<file path="config.mk">
export PLATFORM = sky130hd
export DESIGN_NAME = pixel_stream_feeder
export DESIGN_NICKNAME = d
export VERILOG_FILES = /design/src/rtl/figan_stream_pkg.sv /design/src/rtl/stream_gap_timer.sv /design/src/rtl/pixel_stream_feeder.sv
export SDC_FILE = /design/constraint.sdc
export NUM_CORES = 1
export LEC_CHECK = 0
export CORE_MARGIN = 1
export CORE_UTILIZATION = 52
export CTS_BUF_LIST = sky130_fd_sc_hd__clkbuf_8
export CTS_CLUSTER_DIAMETER = 80
export DETAILED_ROUTE_END_ITERATION = 16
export GPL_TIMING_DRIVEN = 0
export PLACE_DENSITY = 0.91
export SLEW_MARGIN = 20
export SYNTH_ARGS = -nofsm -noshare
export SYNTH_HDL_FRONTEND = slang
export SYNTH_SLANG_ARGS = --single-unit
</file>
<file path="constraint.sdc">
create_clock -name clk -period 2 [get_ports clk]
set_clock_uncertainty 0.1 [all_clocks]
set_input_delay 0.4 -clock clk [delete_from_list [all_inputs] [get_ports clk]]
set_output_delay 0.4 -clock clk [all_outputs]
set_load 0.005 [all_outputs]
</file>
<file path="src/rtl/figan_stream_pkg.sv">
// figan_stream_pkg
//   Shared definitions for the pixel stream feeder: the feeder FSM state
//   encoding, the default pixel width and a helper that sizes down-counters.
package figan_stream_pkg;

    localparam int DATA_WIDTH_DEF = 16;

    typedef enum logic [2:0] {
        S_IDLE,
        S_FETCH,
        S_SEND,
        S_PGAP,
        S_RGAP,
        S_FIN
    } feed_state_t;

    // Bits needed to hold values 0..max_val; never narrower than one bit so
    // degenerate geometries (1-pixel rows, 1-row frames) still elaborate.
    function automatic int cnt_w(input int max_val);
        return (max_val < 1) ? 1 : $clog2(max_val + 1);
    endfunction

endpackage

</file>
<file path="src/rtl/stream_gap_timer.sv">
// stream_gap_timer
//   Loadable down-counter used to time the idle gaps between pixel pulses.
//   Ports:
//     clk, rst_n   clock, async active-low reset
//     load         load load_val (has priority over en)
//     en           decrement while non-zero
//     load_val     gap length minus two (the SEND and FETCH cycles bracket it)
//     expire       counter is zero; the gap ends in this cycle
module stream_gap_timer #(
    parameter int W = 8
) (
    input  logic         clk,
    input  logic         rst_n,
    input  logic         load,
    input  logic         en,
    input  logic [W-1:0] load_val,
    output logic         expire
);

    logic [W-1:0] cnt;

    always_ff @(posedge clk or negedge rst_n) begin
        if (!rst_n)
            cnt <= '0;
        else if (load)
            cnt <= load_val;
        else if (en && cnt != '0)
            cnt <= cnt - 1'b1;
    end

    assign expire = (cnt == '0);

endmodule

</file>
<file path="src/rtl/pixel_stream_feeder.sv">
// pixel_stream_feeder
//   Reads an IN_HEIGHT x IN_WIDTH frame row-major from a synchronous RAM and
//   emits each pixel as a one-cycle valid_out/data_out pulse, leaving
//   PIXEL_GAP idle cycles between pulses in a row and ROW_GAP idle cycles
//   across row boundaries so the downstream upsampler can insert padding.
//   Ports:
//     clk, rst_n     clock, async active-low reset
//     start          frame request, accepted only when idle
//     hold_in        stall (only with FEEDER_HOLD_EN defined)
//     mem_rd_en      RAM read strobe (FETCH state)
//     mem_addr       RAM address row*IN_WIDTH+col
//     mem_rd_data    RAM data, one cycle after mem_rd_en
//     valid_out      pixel strobe
//     data_out       pixel value, held between pulses
//     busy           frame in progress (through the done cycle)
//     done           one-cycle pulse after the last pixel
//   Optional feature macro: FEEDER_HOLD_EN adds hold_in and a one-entry skid
//   register for a read caught in flight by a stall.
module pixel_stream_feeder
    import figan_stream_pkg::*;
#(
    parameter int DATA_WIDTH = DATA_WIDTH_DEF,
    parameter int IN_WIDTH   = 13,
    parameter int IN_HEIGHT  = 13,
    parameter int PIXEL_GAP  = 5,
    parameter int ROW_GAP    = 100,
    parameter int ADDR_WIDTH = $clog2(IN_WIDTH * IN_HEIGHT)
) (
    input  logic                  clk,
    input  logic                  rst_n,
    input  logic                  start,
`ifdef FEEDER_HOLD_EN
    input  logic                  hold_in,
`endif
    output logic                  mem_rd_en,
    output logic [ADDR_WIDTH-1:0] mem_addr,
    input  logic [DATA_WIDTH-1:0] mem_rd_data,
    output logic                  valid_out,
    output logic [DATA_WIDTH-1:0] data_out,
    output logic                  busy,
    output logic                  done
);

    localparam int CW = cnt_w(IN_WIDTH - 1);
    localparam int RW = cnt_w(IN_HEIGHT - 1);
    localparam int GW = cnt_w((PIXEL_GAP > ROW_GAP) ? PIXEL_GAP : ROW_GAP);

    localparam logic [CW-1:0] COL_LAST = CW'(IN_WIDTH - 1);
    localparam logic [RW-1:0] ROW_LAST = RW'(IN_HEIGHT - 1);
    // SEND and FETCH each take one cycle of the spacing, so the gap state
    // itself lasts GAP-1 cycles: load GAP-2 and leave when the count hits 0.
    localparam logic [GW-1:0] PG_LOAD  = GW'(PIXEL_GAP - 2);
    localparam logic [GW-1:0] RG_LOAD  = GW'(ROW_GAP - 2);

    feed_state_t state, state_d;

    logic [CW-1:0]         col;
    logic [RW-1:0]         row;
    logic [ADDR_WIDTH-1:0] addr;
    logic                  hold;
    logic                  accept;
    logic                  send_fire;
    logic                  tmr_load;
    logic [GW-1:0]         tmr_val;
    logic                  tmr_exp;
    logic [DATA_WIDTH-1:0] pix;

`ifdef FEEDER_HOLD_EN
    logic                  skid_vld;
    logic [DATA_WIDTH-1:0] skid;

    assign hold = hold_in;

    // A stall that lands on SEND would lose the RAM word, which is only
    // valid for that one cycle; park it until the stall lifts.
    always_ff @(posedge clk or negedge rst_n) begin
        if (!rst_n) begin
            skid_vld <= 1'b0;
            skid     <= '0;
        end else if (state == S_SEND && hold && !skid_vld) begin
            skid_vld <= 1'b1;
            skid     <= mem_rd_data;
        end else if (send_fire) begin
            skid_vld <= 1'b0;
        end
    end

    assign pix = skid_vld ? skid : mem_rd_data;
`else
    assign hold = 1'b0;
    assign pix  = mem_rd_data;
`endif

    assign send_fire = (state == S_SEND) && !hold;
    assign mem_rd_en = (state == S_FETCH) && !hold;
    assign mem_addr  = addr;
    // done is registered off FIN, so busy covers the done cycle explicitly.
    assign busy      = (state != S_IDLE) || done;

    always_ff @(posedge clk or negedge rst_n) begin
        if (!rst_n) state <= S_IDLE;
        else        state <= state_d;
    end

    always_comb begin
        state_d  = state;
        accept   = 1'b0;
        tmr_load = 1'b0;
        tmr_val  = PG_LOAD;
        if (!hold) begin
            case (state)
                // The done cycle is still part of the frame: no restart there.
                S_IDLE: if (start && !done) begin
                    state_d = S_FETCH;
                    accept  = 1'b1;
                end
                S_FETCH: state_d = S_SEND;
                S_SEND: begin
                    tmr_load = 1'b1;
                    if (col == COL_LAST) begin
                        if (row == ROW_LAST) begin
                            state_d = S_FIN;
                        end else begin
                            state_d = S_RGAP;
                            tmr_val = RG_LOAD;
                        end
                    end else begin
                        state_d = S_PGAP;
                    end
                end
                S_PGAP, S_RGAP: if (tmr_exp) state_d = S_FETCH;
                S_FIN:   state_d = S_IDLE;
                default: state_d = S_IDLE;
            endcase
        end
    end

    stream_gap_timer #(
        .W (GW)
    ) u_gap (
        .clk      (clk),
        .rst_n    (rst_n),
        .load     (tmr_load),
        .en       (!hold),
        .load_val (tmr_val),
        .expire   (tmr_exp)
    );

    // Position advances as each pixel leaves so FETCH always sees the next one.
    always_ff @(posedge clk or negedge rst_n) begin
        if (!rst_n) begin
            col  <= '0;
            row  <= '0;
            addr <= '0;
        end else if (accept) begin
            col  <= '0;
            row  <= '0;
            addr <= '0;
        end else if (send_fire) begin
            addr <= addr + 1'b1;
            if (col == COL_LAST) begin
                col <= '0;
                row <= row + 1'b1;
            end else begin
                col <= col + 1'b1;
            end
        end
    end

    always_ff @(posedge clk or negedge rst_n) begin
        if (!rst_n) begin
            valid_out <= 1'b0;
            data_out  <= '0;
            done      <= 1'b0;
        end else begin
            valid_out <= send_fire;
            done      <= (state == S_FIN) && !hold;
            if (send_fire) data_out <= pix;
        end
    end

endmodule

</file>
==> metrics.md, run 1 <==
| Metric | Value |
|---|---|
| Final max-slew violation count | 0 |
| Fin cells | ~330 |
| Fin util | 0.739 |
| CP Class | reg2out |
| VDD IR-drop max | roughly 850 uV |
| Proportion of synthesized chip area in sequential cells | 0.526 |
| DRT Pass-1 Iters | 4 |
| Vias in the first global route | 1802 |
| DRC viols | 0 |
| Critical Path Sink | busy |
| GRT Total Usage | 0.250 |
| NetSw | between 1.5 and 2 mW |
| Seq cells post-synth | 44 |
| CP Capture Type | primary output |
| Placer congestion estimate | 0.863 |
| CP bufs+invs | 2 |
| DRT Wirelength | around 4700 microns |
| Clk sinks | 44 |
| Wirelength per Cell | 14.2 microns |
| Net Count, Synth | 251 |
| Count of warnings emitted by yosys | 0 |
| Crit-path max cell delay | about 0.49 ns |
| Main synth FF type | dfrtp_1 |
| Internal | roughly 2.5 mW |
| FF-to-FF Start | state[0] |
| Routed vias | approximately 1800 |
| Hold Violations, Final | 0 |
| Power share of the clock group | 0.141 |
| Switching share of power | 0.378 |
| Nets | 308 |
| Seq pwr share | 0.405 |
| CTS tree | built |
| Leakage | ~1.3 nW |
| RSZ-0062 raised after global routing | no |
| Reg2Reg Depth | 5 |
| DR iter-0 viols | 141 |
| Clk root buf | clkbuf_8 |
| Effective utilization at floorplan | 0.555 |
| H-tree depth | 2 |
| Grt ovf | 0 |
| Worst EP required | 1.50 ns |
| Ant diodes | 0 |
| Antenna-violating nets left | 0 |
| Combinational share of power | 0.454 |
| Status | completed |
| Dpl cells | ~320 |
| Cells along the critical path | buf_4 -> or4_4 -> clkbuf_2 |
| Worst-Skew Late Latency | about 0.3 ns |
| Power Total | 4.00 mW |
| Final setup vio count | 0 |
| Max Root-Sink Buffers | 2 |
| Largest net degree at the start of global routing | 30 |
| Mapped Area | 2090 sq um |
| Fraction of layout cells with a size suffix above 1 | 0.113 |
| Core Area | 3770 sq um |
| Worst-margin pin slew | between 0.4 and 0.5 ns |
| Die ar. | 4280 sq um |
| Fill cells | approximately 250 |
| Worst hold path class | reg2reg |
| Maximum clock rate | 513 MHz |
| Design Area, Final | 2790 sq um |
| Area Growth Syn to Fin | 33.2% |
| Slowest cell on crit path | or4_4 |
| P per Cell Area | 1430 nW/um^2 |
| Period minus WS final | between 1.5 and 2 ns |
| Clk slew on worst S/H paths | 0.08 ns |
| Initial antenna violation count | 0 |
| Distinct cells, synth | 41 |
| Max Cap Violations | 0 |
| Cell family with most CP delay | simple AND/OR/NAND/NOR gates |
| Post-synth EDFFs | 0 |
| Clock buffer count from CTS | 5 |
| Mapped Avg Cell Area | 9.26 sq um |
| Io pins | 47 |
| Placed wire-length estimate | around 3300 microns |
| Rows | 22 |
| Fin crit share | 0.975 |
| First-pass GRT wire length | between 8000 and 9000 microns |
| R2R Setup Slk | 0.07 ns |
| Cells after synthesis | 226 |
| I/O Buffers | 46 |
| Crit path depth | 3 |
| Critical Path AT | 1.45 ns |
| Setup TNS | 0 ns |
| Die Wd | 65.4 microns |
| Placed cell areas | ~2600 sq um |
| Crit-path max FO | 10 |
| Rel. slew slack | 0.677 |
| Crit path launch type | flop |
| Reg-to-reg critical path endpoint | mem_addr[5] |
| Die height | 65.4 microns |
| Worst Setup SP | state[1] |
| Vias/cell | 5.55 |
| Fraction of registers with async set or reset after synthesis | 1.00 |
==> cells in the final DEF (no fill, tap or decap), drive strengths merged, types with 2 or more instances in the layout <==
cell            n
nand2          61
dfrtp          44
clkdlybuf4s50  43
a21oi          19
inv            13
o21ai          11
nand3          10
clkbuf         10
buf            10
nor2            7
nand2b          6
ha              6
or4             5
o31ai           5
mux2i           4
nor3            3
o211ai          3
or3             3
and3            2
or3b            2
==> power by group through the flow <==
stage / clock (mW) / sequential (mW) / combinational (mW)
after floorplan: 0 / 1.57 / 0.947
after global routing: 0.599 / 1.67 / 2.04
after CTS: 0.561 / 1.60 / 1.78
final: 0.564 / 1.62 / 1.82
after detailed placement: 0 / 1.62 / 1.73
after global placement: 0 / 1.59 / 1.66
==> kinds of logic after synthesis <==
logic type / share of synthesized area
flops: 0.526
simple gates: 0.245
compound gates: 0.126
buf+inv: 0.0442
mux: 0.0191
fa+ha+maj: 0.0359
xor+xnor: 0.00418
==> cell type report <==
| type | count | area, sq um | area share |
|---|---|---|---|
| Sequential cell | 44 | 1100 | 0.395 |
| Multi-Input combinational cell | 162 | 943 | 0.338 |
| Timing Repair Buffer | 51 | 502 | 0.180 |
| Clock buffer | 6 | 82.6 | 0.0296 |
| Tap cell | 48 | 60.1 | 0.0215 |
| Buffer | 8 | 48.8 | 0.0175 |
| Inverter | 11 | 41.3 | 0.0148 |
| Clock inverter | 2 | 7.51 | 0.00269 |
==> flip-flops by register name, indices dropped and copies added (netlist names) <==
signal	cells
mem_addr	8
u_gap.cnt	7
row	4
data_out	16
done	1
valid_out	1
col	4
state	3
==> worst register-to-register path, cell delays in order (launching register included) <==
cell and delay [ns]:
dfrtp_2 0.43, buf_4 0.14, or3b_1 0.39, buf_6 0.16, or4_4 0.51, a21oi_2 0.14
==> worst min path at each step <==
| stage | to | cells past startpoint | slack, ns | from |
|---|---|---|---|---|
| 3_5_place_dp | mem_addr[3] | 1 | 0.25 | rst_n |
| 6_report | data_out[3] | 2 | 0.38 | data_out[3] |
| 3_3_place_gp | data_out[6] | 2 | 0.36 | data_out[6] |
| 2_1_floorplan | col[0] | 0 | 0.004 | rst_n |
| 4_1_cts | data_out[10] | 2 | 0.38 | data_out[10] |
| 5_1_grt | data_out[4] | 2 | 0.40 | data_out[4] |
==> stage by stage <==
step / setup WS (ns) / hold slack, ns
after floorplan: 0.205 / 0.00441
after global placement: -0.703 / 0.358
after detailed placement: -0.133 / 0.247
after CTS: -0.0444 / 0.380
after global routing: 0.000464 / 0.401
final: 0.0507 / 0.376
==> synth_stat cells, types with 2 or more instances <==
cell type,count,area share
nor3_1,3,0.0072
nor2_1,6,0.011
o21ai_0,11,0.026
nand2_1,61,0.11
dfrtp_1,44,0.53
a21oi_1,18,0.043
mux2i_1,4,0.019
or4_1,4,0.014
and3_1,2,0.0060
or3_1,3,0.0090
nand3_1,10,0.024
ha_1,6,0.036
clkbuf_1,4,0.0072
nand2b_1,6,0.018
o31ai_1,5,0.018
o211ai_1,3,0.011
buf_4,2,0.0072
buf_2,2,0.0048
inv_1,10,0.018
==> routing by layer <==
layer,wire [microns],up-vias,track usage
met2,2370,55,0.396
met3,218,9,0.0521
met4,94,0,0.125
met5,0,-,0
li1,-,889,-
met1,2020,890,0.324
==> timing repair <==
action	4_1_cts	5_1_grt
pin swaps	1	0
setup buffers	3	0
hold endpoints to repair	15	0
hold buffers	1	0
setup endpoints to repair	7	15
gates resized for setup	7	10
No activity file was read; power rests on OpenSTA's default activity.
==> run 2: changes to the inputs <==
--- a/config.mk
+++ b/config.mk
@@ -9,6 +9,7 @@
 export CORE_UTILIZATION = 52
 export CTS_BUF_LIST = sky130_fd_sc_hd__clkbuf_8
 export CTS_CLUSTER_DIAMETER = 80
+export CTS_CLUSTER_SIZE = 40
 export DETAILED_ROUTE_END_ITERATION = 16
 export GPL_TIMING_DRIVEN = 0
 export PLACE_DENSITY = 0.91
==> results of run 2 <==
No change in the layout: final DEF, timing and power equal those of run 1.
==> run 3: changes to the inputs <==
--- a/config.mk
+++ b/config.mk
@@ -6,13 +6,13 @@
 export NUM_CORES = 1
 export LEC_CHECK = 0
 export CORE_MARGIN = 1
-export CORE_UTILIZATION = 52
+export CORE_UTILIZATION = 24
 export CTS_BUF_LIST = sky130_fd_sc_hd__clkbuf_8
 export CTS_CLUSTER_DIAMETER = 80
 export CTS_CLUSTER_SIZE = 40
 export DETAILED_ROUTE_END_ITERATION = 16
-export GPL_TIMING_DRIVEN = 0
-export PLACE_DENSITY = 0.91
+export PLACE_DENSITY = 0.53
+export SKIP_LAST_GASP = 1
 export SLEW_MARGIN = 20
 export SYNTH_ARGS = -nofsm -noshare
 export SYNTH_HDL_FRONTEND = slang
==> run 3 against run 2 <==
  * The flow now finishes with violations (negative hold slack)
  * Sequential power is essentially flat
  * Critical endpoint unchanged
  * Largest power group unchanged
  * Cell area is 2.2% higher
  * Power down 0.63%
==> metrics.md, run 3 (synthesis gave the netlist of run 1 again) <==
| Metric | Value |
|---|---|
| Die height | 95.4 microns (+46%) |
| Vias in the first global route | 1745 (-3.2%) |
| Setup TNS | 0 ns (unchanged) |
| Hold slack | -0.00984 ns (-0.386 ns) |
| Die Wd | 95.4 microns (+46%) |
| Vias/cell | 4.55 (-18%) |
| Maximum clock rate | 500 MHz (-2.5%) |
| Grt ovf | 0 (unchanged) |
| Max Cap Violations | 0 (unchanged) |
| Leakage | 1.26 nW (+0.72%) |
| RSZ-0062 raised after global routing | yes |
| Most frequent cells in the layout | 61 x nand2_1, 44 x dfrtp_1, 43 x clkdlybuf4s50_1, 18 x a21oi_1, 16 x buf_4 |
| Nets | 311 (+0.97%) |
| Fin cells | 391 (+18%) |
| Clk sinks | 44 (unchanged) |
| DRT Wirelength | 4920 microns (+4.6%) |
| Final setup vio count | 0 (unchanged) |
| First-pass GRT wire length | 8400 microns (+4.9%) |
| DRT Pass-1 Iters | 4 (unchanged) |
| Critical Path AT | 1.50 ns (+0.05 ns) |
| Area Growth Syn to Fin | 36.1% |
| Commonest non-fill, non-tap cell in the layout | nand2_1 |
| Power Total | 3.97 mW (-0.63%) |
| I/O Buffers | 46 (unchanged) |
| Worst EP required | 1.50 ns (about the same) |
| Largest Register | data_out |
| Largest register FFs | 16 (unchanged) |
| Initial antenna violation count | 0 (unchanged) |
| DR iter-0 viols | 67 (-52%) |
| Max Root-Sink Buffers | 2 (unchanged) |
| Sequential Area | 1100 sq um (-0.11%) |
| Final max-slew violation count | 0 (unchanged) |
| Routed vias | 1778 (-3.5%) |
| Crit path launch type | flop |
| Fill cells | 884 (+260%) |
| Clk slew on worst S/H paths | 0.08 ns (about the same) |
| GRT Total Usage | 0.120 (-0.130) |
| Rel. slew slack | 0.624 (-0.0526) |
| Dpl cells | 384 (+20%) |
| Fraction of layout cells with a size suffix above 1 | 0.115 (+0.00271) |
| Failing checks | negative hold slack |
| Post-CTS Setup Bufs | 0 (-3) |
| Period minus WS final | 2.00 ns (+0.0497 ns) |
| Placed wire-length estimate | 3470 microns (+4.1%) |
| Hold Violations, Final | 12 (+12) |
| H-tree depth | 2 (unchanged) |
| Largest net degree at the start of global routing | 26 (-13%) |
| Worst-margin pin slew | 0.563 ns (+0.0802 ns) |
| DRC viols | 0 (unchanged) |
| Die ar. | 9100 sq um (+110%) |
| Clock buffer count from CTS | 5 (unchanged) |
| Antenna-violating nets left | 0 (unchanged) |
| Status | finished, violations left |
| Clk root buf | clkbuf_8 |
| Area of the multi-input gates | 906 sq um (-4.0%) |
| Worst hold path class | in2async |
| Wirelength per Cell | 12.6 microns (-11%) |
| CTS tree | built |
| Ant diodes | 0 (unchanged) |
| Placer congestion estimate | 0.815 (-5.5%) |
| Io pins | 47 (unchanged) |
| CP Class | reg2out |
| Worst-Skew Late Latency | 0.29 ns (about the same) |
| Effective utilization at floorplan | 0.251 (-0.304) |
| Core Area | 8340 sq um (+120%) |
| Fin crit share | 0.999 (+0.0249) |
| CP Capture Type | primary output |
| P per Cell Area | 1400 nW/um^2 (-2.8%) |
| Crit-path max FO | 4 (-6) |
| Rows | 33 (+50%) |
| VDD IR-drop max | 525 uV (-38%) |
## run 3: cell types whose count changed in the layout (fill, tap and decap cells not counted), moves of 2 or more
cell	before	now
buf_2	3	1
buf_4	5	16
clkbuf_1	2	0
clkbuf_2	2	0
inv_1	12	10
nor2_2	0	2
nor2_4	2	0
o31ai_1	3	5
o31ai_2	2	0
## run 3: layout make-up
type	instances	area share
sequential	44	0.386
multi-input combinational	162	0.318
timing repair buffer	62	0.201
tap	105	0.0461
clock buffer	7	0.0338
inverter	11	0.0145
## run 3: worst max-delay path, cell delays in order (launching register included)
cell and delay [ns]:
dfrtp_1 0.40, or4_4 0.53, dlygate4sd2_1 0.27
## run 3: stage by stage
step                instance area [sq um]  utilization  hold slack, ns  setup slack (ns)
detailed placement                   2750        0.330           0.339            0.0676
CTS                                  2840        0.341          0.0143           -0.0233
global placement                     2750        0.330           0.336             0.103
finish                               2850        0.342        -0.00984           0.00103
global route                         2850        0.342          0.0481           -0.0650
floorplan                            2090            -         0.00441             0.205
## run 3: worst paths after layout
| check | cells after the start | slack (ns) | from | endpoint |
|---|---|---|---|---|
| worst max-delay path | 2 | 0.001 | state[0] | busy |
| worst min-delay path | 1 | -0.01 | rst_n | mem_addr[0] |
| worst max register to register | 5 | 0.11 | u_gap.cnt[1] | state[0] |
| worst min register to register | 2 | 0.38 | data_out[10] | data_out[10] |
| max in group asynchronous | 2 | 1.22 | rst_n | u_gap.cnt[0] |
| min in group clk | 2 | 0.38 | data_out[10] | data_out[10] |
## run 3: where the power goes
| group | total, mW | switching, mW | leakage, nW | internal [mW] |
|---|---|---|---|---|
| Sequential | 1.59 | 0.318 | 0.552 | 1.28 |
| Clock | 0.601 | 0.293 | 0.0503 | 0.308 |
| Combinational | 1.78 | 0.829 | 0.658 | 0.949 |
## run 3: repair_timing
item                                    in CTS  in global routing
resized for setup                            2                  2
hold buffers                                 0                  0
endpoints found under the setup margin       2                  5
## run 3: per-layer routing
layer | wire [microns] | global-route usage | up-vias
met1 | 2440 | 0.157 | 835
met4 | 34 | 0.0261 | 0
li1 | - | - | 887
met3 | 280 | 0.0367 | 5
met2 | 2160 | 0.193 | 51
met5 | 0 | 0 | -
